===== src/rtl/mips32_pkg.sv =====
// mips32_pkg: shared types and constants for the PC unit and the memory decoders.
package mips32_pkg;
    typedef enum logic {RUN, HALT} state_t;
    localparam logic [1:0] CAUSE_NONE = 2'd0;
    localparam logic [1:0] CAUSE_PC   = 2'd1;
    localparam logic [1:0] CAUSE_OPC  = 2'd2;
    localparam logic [1:0] CAUSE_ADDR = 2'd3;
    localparam logic [31:0] DEFAULT_RESET_VECTOR = 32'h0040_0000;
    localparam logic [31:0] DEFAULT_TEXT_BASE    = 32'h0040_0000;
endpackage


===== src/rtl/mips32_pc_unit_if.sv =====
// mips32_pc_unit_if: control/ALU side of the PC unit and its instruction-fetch outputs.
interface mips32_pc_unit_if #(
    parameter int PHYS_AW = 10,
    parameter int CNT_W   = 32
);
    logic               stall;
    logic               isJmp;
    logic               isJr;
    logic               isBeq;
    logic               isBne;
    logic               isZero;
    logic [25:0]        instIndex;
    logic [31:0]        imm32;
    logic [31:0]        jrAddr;
    logic               invalidOpcode;
    logic               invalidAddr;
    logic [31:0]        pc;
    logic [31:0]        pcPlus4;
    logic [PHYS_AW-1:0] physicalPC;
    logic               invalidPC;
    logic               halted;
    logic [1:0]         haltCause;
    logic [CNT_W-1:0]   retired;
    modport master (
        output stall, isJmp, isJr, isBeq, isBne, isZero, instIndex, imm32, jrAddr,
               invalidOpcode, invalidAddr,
        input  pc, pcPlus4, physicalPC, invalidPC, halted, haltCause, retired
    );
    modport slave (
        input  stall, isJmp, isJr, isBeq, isBne, isZero, instIndex, imm32, jrAddr,
               invalidOpcode, invalidAddr,
        output pc, pcPlus4, physicalPC, invalidPC, halted, haltCause, retired
    );
endinterface


===== src/rtl/mips32_pc_decoder.sv =====
// mips32_pc_decoder: virtual PC to instruction-memory word address plus range/alignment check.
module mips32_pc_decoder import mips32_pkg::*; #(
    parameter logic [31:0] TEXT_BASE  = DEFAULT_TEXT_BASE,
    parameter int          TEXT_WORDS = 1024,
    parameter int          PHYS_AW    = 10
) (
    input  logic [31:0]        i_pc,
    output logic [PHYS_AW-1:0] o_physical_pc,
    output logic               o_invalid_pc
);
    // 33-bit bounds so TEXT_BASE + size cannot wrap past 2^32
    localparam logic [32:0] LO = {1'b0, TEXT_BASE};
    localparam logic [32:0] HI = LO + (33'(TEXT_WORDS) << 2);
    logic [32:0] w_pc33;
    assign w_pc33        = {1'b0, i_pc};
    assign o_invalid_pc  = (|i_pc[1:0]) | (w_pc33 < LO) | (w_pc33 >= HI);
    assign o_physical_pc = PHYS_AW'((i_pc - TEXT_BASE) >> 2);
endmodule


===== src/rtl/mips32_pc_unit.sv =====
// mips32_pc_unit: PC register, next-PC select, RUN/HALT fault FSM and retired counter.
module mips32_pc_unit import mips32_pkg::*; #(
    parameter logic [31:0] RESET_VECTOR = DEFAULT_RESET_VECTOR,
    parameter logic [31:0] TEXT_BASE    = DEFAULT_TEXT_BASE,
    parameter int          TEXT_WORDS   = 1024,
    parameter int          PHYS_AW      = 10,
    parameter int          CNT_W        = 32
) (
    input  logic           clk,
    input  logic           rst,
    mips32_pc_unit_if.slave bus
);
    state_t           r_state, w_state_n;
    logic [31:0]      r_pc, w_pc_n;
    logic [1:0]       r_cause, w_cause_n;
    logic [CNT_W-1:0] r_retired, w_retired_n;
    logic [31:0]      w_pc_plus4, w_next_pc;
    logic             w_branch, w_invalid_pc, w_fault;
    logic [PHYS_AW-1:0] w_physical_pc;

    mips32_pc_decoder #(
        .TEXT_BASE (TEXT_BASE),
        .TEXT_WORDS(TEXT_WORDS),
        .PHYS_AW   (PHYS_AW)
    ) u_dec (
        .i_pc         (r_pc),
        .o_physical_pc(w_physical_pc),
        .o_invalid_pc (w_invalid_pc)
    );

    assign w_pc_plus4 = r_pc + 32'd4;
    assign w_branch   = (bus.isBeq & bus.isZero) | (bus.isBne & ~bus.isZero);
    assign w_next_pc  = bus.isJr  ? bus.jrAddr :
                        bus.isJmp ? {w_pc_plus4[31:28], bus.instIndex, 2'b00} :
                        w_branch  ? w_pc_plus4 + (bus.imm32 << 2) : w_pc_plus4;
    assign w_fault    = w_invalid_pc | bus.invalidOpcode | bus.invalidAddr;

    always_comb begin
        w_state_n   = r_state;
        w_pc_n      = r_pc;
        w_cause_n   = r_cause;
        w_retired_n = r_retired;
        if (r_state == RUN) begin
            if (w_fault) begin
                w_state_n = HALT;
                w_cause_n = w_invalid_pc ? CAUSE_PC : bus.invalidOpcode ? CAUSE_OPC : CAUSE_ADDR;
            end else if (!bus.stall) begin
                w_pc_n      = w_next_pc;
                w_retired_n = &r_retired ? r_retired : r_retired + 1'b1;
            end
        end
    end

    always_ff @(posedge clk) begin
        if (rst) begin
            r_state   <= RUN;
            r_pc      <= RESET_VECTOR;
            r_cause   <= CAUSE_NONE;
            r_retired <= '0;
        end else begin
            r_state   <= w_state_n;
            r_pc      <= w_pc_n;
            r_cause   <= w_cause_n;
            r_retired <= w_retired_n;
        end
    end

    assign bus.pc         = r_pc;
    assign bus.pcPlus4    = w_pc_plus4;
    assign bus.physicalPC = w_physical_pc;
    assign bus.invalidPC  = w_invalid_pc;
    assign bus.halted     = (r_state == HALT);
    assign bus.haltCause  = r_cause;
    assign bus.retired    = r_retired;
endmodule


===== src/flat_wrapper.sv =====
// flat-port wrapper written by rule: the top's interface ports become plain ports
module mips32_pc_unit_flat import mips32_pkg::*;
#(
    parameter logic [31:0] RESET_VECTOR = DEFAULT_RESET_VECTOR,
    parameter logic [31:0] TEXT_BASE    = DEFAULT_TEXT_BASE,
    parameter int          TEXT_WORDS   = 1024,
    parameter int          PHYS_AW      = 10,
    parameter int          CNT_W        = 32
)
  (clk, rst, bus_stall, bus_isJmp, bus_isJr, bus_isBeq, bus_isBne, bus_isZero, bus_instIndex, bus_imm32, bus_jrAddr, bus_invalidOpcode, bus_invalidAddr, bus_pc, bus_pcPlus4, bus_physicalPC, bus_invalidPC, bus_halted, bus_haltCause, bus_retired);
  mips32_pc_unit_if #(.PHYS_AW(PHYS_AW), .CNT_W(CNT_W)) bus_i ();
  input  logic clk;
  input  logic rst;
  input wire logic [$bits(bus_i.stall)-1:0] bus_stall;
  input wire logic [$bits(bus_i.isJmp)-1:0] bus_isJmp;
  input wire logic [$bits(bus_i.isJr)-1:0] bus_isJr;
  input wire logic [$bits(bus_i.isBeq)-1:0] bus_isBeq;
  input wire logic [$bits(bus_i.isBne)-1:0] bus_isBne;
  input wire logic [$bits(bus_i.isZero)-1:0] bus_isZero;
  input wire logic [$bits(bus_i.instIndex)-1:0] bus_instIndex;
  input wire logic [$bits(bus_i.imm32)-1:0] bus_imm32;
  input wire logic [$bits(bus_i.jrAddr)-1:0] bus_jrAddr;
  input wire logic [$bits(bus_i.invalidOpcode)-1:0] bus_invalidOpcode;
  input wire logic [$bits(bus_i.invalidAddr)-1:0] bus_invalidAddr;
  output wire logic [$bits(bus_i.pc)-1:0] bus_pc;
  output wire logic [$bits(bus_i.pcPlus4)-1:0] bus_pcPlus4;
  output wire logic [$bits(bus_i.physicalPC)-1:0] bus_physicalPC;
  output wire logic [$bits(bus_i.invalidPC)-1:0] bus_invalidPC;
  output wire logic [$bits(bus_i.halted)-1:0] bus_halted;
  output wire logic [$bits(bus_i.haltCause)-1:0] bus_haltCause;
  output wire logic [$bits(bus_i.retired)-1:0] bus_retired;
  assign bus_i.stall = bus_stall;
  assign bus_i.isJmp = bus_isJmp;
  assign bus_i.isJr = bus_isJr;
  assign bus_i.isBeq = bus_isBeq;
  assign bus_i.isBne = bus_isBne;
  assign bus_i.isZero = bus_isZero;
  assign bus_i.instIndex = bus_instIndex;
  assign bus_i.imm32 = bus_imm32;
  assign bus_i.jrAddr = bus_jrAddr;
  assign bus_i.invalidOpcode = bus_invalidOpcode;
  assign bus_i.invalidAddr = bus_invalidAddr;
  assign bus_pc = bus_i.pc;
  assign bus_pcPlus4 = bus_i.pcPlus4;
  assign bus_physicalPC = bus_i.physicalPC;
  assign bus_invalidPC = bus_i.invalidPC;
  assign bus_halted = bus_i.halted;
  assign bus_haltCause = bus_i.haltCause;
  assign bus_retired = bus_i.retired;
  mips32_pc_unit #(.RESET_VECTOR(RESET_VECTOR), .TEXT_BASE(TEXT_BASE), .TEXT_WORDS(TEXT_WORDS), .PHYS_AW(PHYS_AW), .CNT_W(CNT_W)) u_core (.clk(clk), .rst(rst), .bus(bus_i));
endmodule

===== config.mk =====
export PLATFORM = sky130hd
export DESIGN_NAME = mips32_pc_unit_flat
export DESIGN_NICKNAME = d
export VERILOG_FILES = /design/src/rtl/mips32_pkg.sv /design/src/rtl/mips32_pc_unit_if.sv /design/src/rtl/mips32_pc_decoder.sv /design/src/rtl/mips32_pc_unit.sv /design/src/flat_wrapper.sv
export SDC_FILE = /design/constraint.sdc
export NUM_CORES = 1
export LEC_CHECK = 0
export ABC_AREA = 1
export BUFFER_PORTS_ARGS = -buffer_cell sky130_fd_sc_hd__clkbuf_2
export CAP_MARGIN = 15
export CORE_MARGIN = 2
export CORE_UTILIZATION = 35
export CTS_CLUSTER_SIZE = 40
export DETAILED_ROUTE_END_ITERATION = 8
export PLACE_DENSITY = 0.7
export SLEW_MARGIN = 20
export SYNTH_ARGS = -nofsm -noshare
export SYNTH_HDL_FRONTEND = slang
export SYNTH_SLANG_ARGS = --single-unit

===== constraint.sdc =====
create_clock -name clk -period 2.8 [get_ports clk]
set_clock_uncertainty 0.05 [all_clocks]
set_input_delay 0.56 -clock clk [delete_from_list [all_inputs] [get_ports clk]]
set_output_delay 0.56 -clock clk [all_outputs]
set_load 0.005 [all_outputs]

==> metrics.txt <==
# TYPE chip_impl_metric gauge
chip_impl_metric{name="boundaryPins",unit=""} 210
chip_impl_metric{name="clk-insertion-delay-late",unit="ns"} 0.34
chip_impl_metric{name="detail_route.first_pass.iterations",unit=""} 7
chip_impl_metric{name="design.die.area",unit="sq um"} 22400
chip_impl_info{name="cp_common_cell",value="sky130_fd_sc_hd__nand2_2"} 1
chip_impl_metric{name="post_route_cells_drive_above_1_share",unit="%"} 47.4
chip_impl_metric{name="die_w",unit="microns"} 150
chip_impl_metric{name="async_flop_share",unit="%"} 0
chip_impl_metric{name="use_met1",unit="%"} 37.0
chip_impl_metric{name="tightest_slew",unit="ns"} 0.755
chip_impl_metric{name="routabilityCongestion",unit=""} 0.986
chip_impl_metric{name="num_vias",unit=""} 10100
chip_impl_metric{name="grt_pass1_wl",unit="microns"} 47900
chip_impl_info{name="critical_path.startpoint_type",value="register"} 1
chip_impl_metric{name="fin_setup_tns",unit="ns"} -0.680
chip_impl_metric{name="drt-vias-per-instance",unit=""} 5.13
chip_impl_metric{name="grt.overflow.total",unit=""} 0
chip_impl_metric{name="cts_inserted_buffers",unit=""} 9
chip_impl_metric{name="fmax",unit="MHz"} 343
chip_impl_metric{name="report.power.total",unit="mW"} 3.50
chip_impl_metric{name="core.rowCount",unit=""} 53
chip_impl_metric{name="pwr-share-seq",unit="%"} 29.0
chip_impl_info{name="slowest_stage",value="sky130_fd_sc_hd__dfxtp_2"} 1
chip_impl_metric{name="post_synth_inst_count",unit=""} 1309
chip_impl_metric{name="ys_warn_count",unit=""} 0
chip_impl_metric{name="synthDistinctLibCells",unit=""} 45
chip_impl_metric{name="p_switching",unit="mW"} 1.32
chip_impl_metric{name="grt.met3_usage",unit="%"} 3.69
chip_impl_info{name="top_usage_layer",value="met2"} 1
chip_impl_metric{name="crit_path_max_incr_delay",unit="ns"} 0.36
chip_impl_metric{name="crit_path_max_fanout",unit=""} 4
chip_impl_metric{name="layout_setup_ws",unit="ns"} -0.115
chip_impl_info{name="grt_setup_unrepaired",value="yes"} 1
chip_impl_metric{name="slew-limit-headroom",unit="%"} 49.6
chip_impl_metric{name="hpwl",unit="microns"} 25500
chip_impl_metric{name="clock_tree.buffer_depth",unit=""} 2
chip_impl_metric{name="slew_violations",unit=""} 0
chip_impl_metric{name="worstRegToRegCells",unit=""} 19
chip_impl_metric{name="timing.critical_path.arrival",unit="ns"} 3.07
chip_impl_info{name="cts_root_buffer",value="sky130_fd_sc_hd__clkbuf_16"} 1
chip_impl_metric{name="design.final.nets",unit=""} 1833
chip_impl_metric{name="chipHeight",unit="microns"} 150
chip_impl_metric{name="core-area",unit="sq um"} 20900
chip_impl_metric{name="maximum_number_of_pins_on_one_net_before_global_route_repair",unit=""} 47
chip_impl_metric{name="numClockSinks",unit=""} 67
chip_impl_metric{name="antennaDiodeCount",unit=""} 0
chip_impl_metric{name="route.detailed.drc",unit=""} 0
chip_impl_info{name="rr_endpoint",value="u_core.bus.pc[24]$_SDFFE_PP0P_"} 1
chip_impl_metric{name="buffer_ports.inserted",unit=""} 207
chip_impl_metric{name="setup_viol",unit=""} 14
chip_impl_metric{name="synthesis.nets",unit=""} 1448
chip_impl_info{name="path_class",value="reg2reg"} 1
chip_impl_metric{name="path_clk_slew",unit="ns"} 0.06
chip_impl_info{name="rr_startpoint",value="u_core.bus.pc[11]$_SDFFE_PP0P_"} 1
chip_impl_info{name="synth_ff_type",value="sky130_fd_sc_hd__dfxtp_1"} 1
chip_impl_metric{name="synth_seq_area_share",unit="%"} 18.1
chip_impl_metric{name="number_of_antenna_violating_nets_in_the_routed_design",unit=""} 0
chip_impl_info{name="most_common_cell_after_layout_fill_and_taps_aside",value="sky130_fd_sc_hd__nand2_1"} 1
chip_impl_metric{name="fin_crit_sh",unit="%"} 104
chip_impl_info{name="hold_start",value="u_core.bus.haltCause[1]$_SDFFE_PP0P_"} 1
chip_impl_metric{name="worst-r2r-setup-slack",unit="ns"} -0.11
chip_impl_metric{name="first_global_vias",unit=""} 9164
chip_impl_metric{name="synthesis.area",unit="sq um"} 7420
chip_impl_metric{name="post-route-min-period",unit="ns"} 2.91
chip_impl_info{name="run_status",value="finished, violations left"} 1
chip_impl_metric{name="p_sw_share",unit="%"} 37.6
chip_impl_metric{name="cts.htree.levels",unit=""} 3
chip_impl_metric{name="placement.setup.worst_slack",unit="ns"} -0.442
chip_impl_metric{name="hold_ws",unit="ns"} 0.415
chip_impl_metric{name="maxCapViolCount",unit=""} 0
chip_impl_metric{name="p_leak",unit="nW"} 5.98
chip_impl_metric{name="post_synth.cell_area_avg",unit="sq um"} 5.67
chip_impl_metric{name="finish.utilization",unit="%"} 57.2
chip_impl_metric{name="internal_power",unit="mW"} 2.18
chip_impl_metric{name="dr.first_iter.drc_count",unit=""} 882
chip_impl_info{name="endpoint_kind",value="register"} 1
chip_impl_metric{name="area_growth",unit="%"} 61.0
chip_impl_metric{name="final_wl",unit="microns"} 32600
chip_impl_info{name="layout.cells.most_common_list",value="290 x sky130_fd_sc_hd__nand2_1, 207 x sky130_fd_sc_hd__clkbuf_2, 201 x sky130_fd_sc_hd__buf_4"} 1
chip_impl_metric{name="number_of_antenna_violations_at_the_first_check_in_global_routing",unit=""} 0
chip_impl_metric{name="synth-edff-count",unit=""} 0
chip_impl_metric{name="grt.met2_usage",unit="%"} 44.5
chip_impl_info{name="cp_cell_sequence",value="nand2_1 > nor2_2 > buf_4 > nand2_2 > nor2_2 > nand2_2 > xor2_2 > inv_2 > ha_4 > nand2_2 > buf_4 > nor3_4 > nand3_2 > nand3_2 > nand2_2 > nand3_2 > nand2_1 > nand2_1 > a21oi_1"} 1
chip_impl_info{name="cts_tree",value="built"} 1
chip_impl_metric{name="worst_ir_drop_on_vdd",unit="uV"} 296
chip_impl_metric{name="globalRouteTotalUtil",unit="%"} 27.5
chip_impl_metric{name="p_per_area",unit="nW/um^2"} 293
chip_impl_metric{name="share_clk_of_total_power",unit="%"} 30.9
chip_impl_metric{name="start_util",unit="%"} 35.5
chip_impl_metric{name="timing.critical_path.required",unit="ns"} 2.95
chip_impl_metric{name="comb_power_share",unit="%"} 40.1
chip_impl_info{name="critical_path_end",value="u_core.bus.pc[24]$_SDFFE_PP0P_"} 1
chip_impl_info{name="failing_checks",value="setup timing"} 1
chip_impl_metric{name="final-hold-violation-count",unit=""} 0
chip_impl_info{name="critical_path.startpoint",value="u_core.bus.pc[11]$_SDFFE_PP0P_"} 1
chip_impl_info{name="worst_hold_path_type",value="reg2reg"} 1
chip_impl_metric{name="avgRoutedWirePerCell",unit="microns"} 16.5
chip_impl_metric{name="number_of_synthesized_register_bits",unit=""} 67
-- cell usage after synthesis, drive strengths merged, types with 2 or more instances --
| library cell | count | share of area [%] |
|---|---|---|
| a211oi | 3 | 0.30 |
| a21oi | 118 | 8.0 |
| a31oi | 2 | 0.37 |
| and2 | 4 | 0.34 |
| buf | 24 | 2.5 |
| clkbuf | 23 | 1.2 |
| clkinv | 2 | 0.10 |
| dfxtp | 67 | 18 |
| ha | 38 | 6.4 |
| inv | 187 | 9.5 |
| nand2 | 402 | 20 |
| nand3 | 76 | 5.4 |
| nand3b | 2 | 0.20 |
| nand4 | 51 | 4.5 |
| nor2 | 150 | 8.1 |
| nor3 | 32 | 2.7 |
| o211ai | 7 | 0.71 |
| o21a | 2 | 0.20 |
| o21ai | 51 | 3.4 |
| o21bai | 7 | 0.71 |
| o22ai | 6 | 0.51 |
| xnor2 | 14 | 1.7 |
| xor2 | 33 | 3.9 |
-- through the flow --
| stage | cells | instance area (sq um) |
|---|---|---|
| floorplan | 1309 | 7420 |
| global placement | 1932 | 9940 |
| detailed placement | 1932 | 9940 |
| CTS | 1957 | 11000 |
| global route | 1974 | 11900 |
| finish | 1974 | 11900 |
-- area by class of cell --
type | count | area (sq um)
repair buffers | 421 | 2690
clock inverters | 7 | 51.3
multi-input cells | 1006 | 6530
fillers | 2011 | 8940
clock buffers | 9 | 225
inverters | 189 | 722
well taps | 275 | 344
flip-flops and latches | 67 | 1390
-- worst max-delay path, delay by kind of cell (launching register included) --
kind	cells	cell delay (ns)
flops	1	0.36
simple gates	13	1.42
xor+xnor	1	0.20
fa+ha+maj	1	0.30
buf+inv	3	0.36
compound gates	1	0.07
-- registers in the layout (all words and copies together), names as in the netlist --
register	flops
u_core.bus.pc	32
u_core.bus.retired	32
u_core.bus.haltCause	2
u_core.bus.halted	1
-- layer usage --
layer  part of all wire, %  wire length [microns]
met5                     0                      0
met4                   4.0                   1290
met3                   7.4                   2410
met2                    47                  15200
met1                    42                  13700
-- what timing repair did --
action | in CTS | in global routing
resized for setup | 193 | 223
endpoints found under the setup margin | 24 | 25
pin swaps | 62 | 111
setup buffers | 10 | 17
hold buffers | 0 | 0
-- power groups by stage --
stage	clock [mW]	combinational [mW]	sequential, mW
floorplan	0	0.604	1.04
global placement	0	1.12	1.03
detailed placement	0	1.13	1.03
CTS	1.10	1.24	1.02
global route	1.13	1.51	1.02
finish	1.08	1.40	1.02
-- logic make-up after synthesis --
logic type	count (synthesis)	synth area share, %
AOI/OAI and AO/OA	200	14.7
xor gates and xnor gates	47	5.55
DFF	67	18.1
adders and majority gates	39	6.68
and+or+nand+nor	720	41.8
buffers and inverters	236	13.2
-- worst min path at each step --
stage                                                 endpoint  slack [ns]  cells past startpoint
after floorplan           u_core.bus.haltCause[1]$_SDFFE_PP0P_        0.41                      2
after global placement    u_core.bus.haltCause[1]$_SDFFE_PP0P_        0.40                      2
after detailed placement  u_core.bus.haltCause[1]$_SDFFE_PP0P_        0.41                      2
after CTS                        u_core.bus.pc[1]$_SDFFE_PP0P_        0.41                      3
after global routing             u_core.bus.pc[1]$_SDFFE_PP0P_        0.42                      3
final                     u_core.bus.haltCause[1]$_SDFFE_PP0P_        0.42                      2
(Power assumes the default switching activity.)
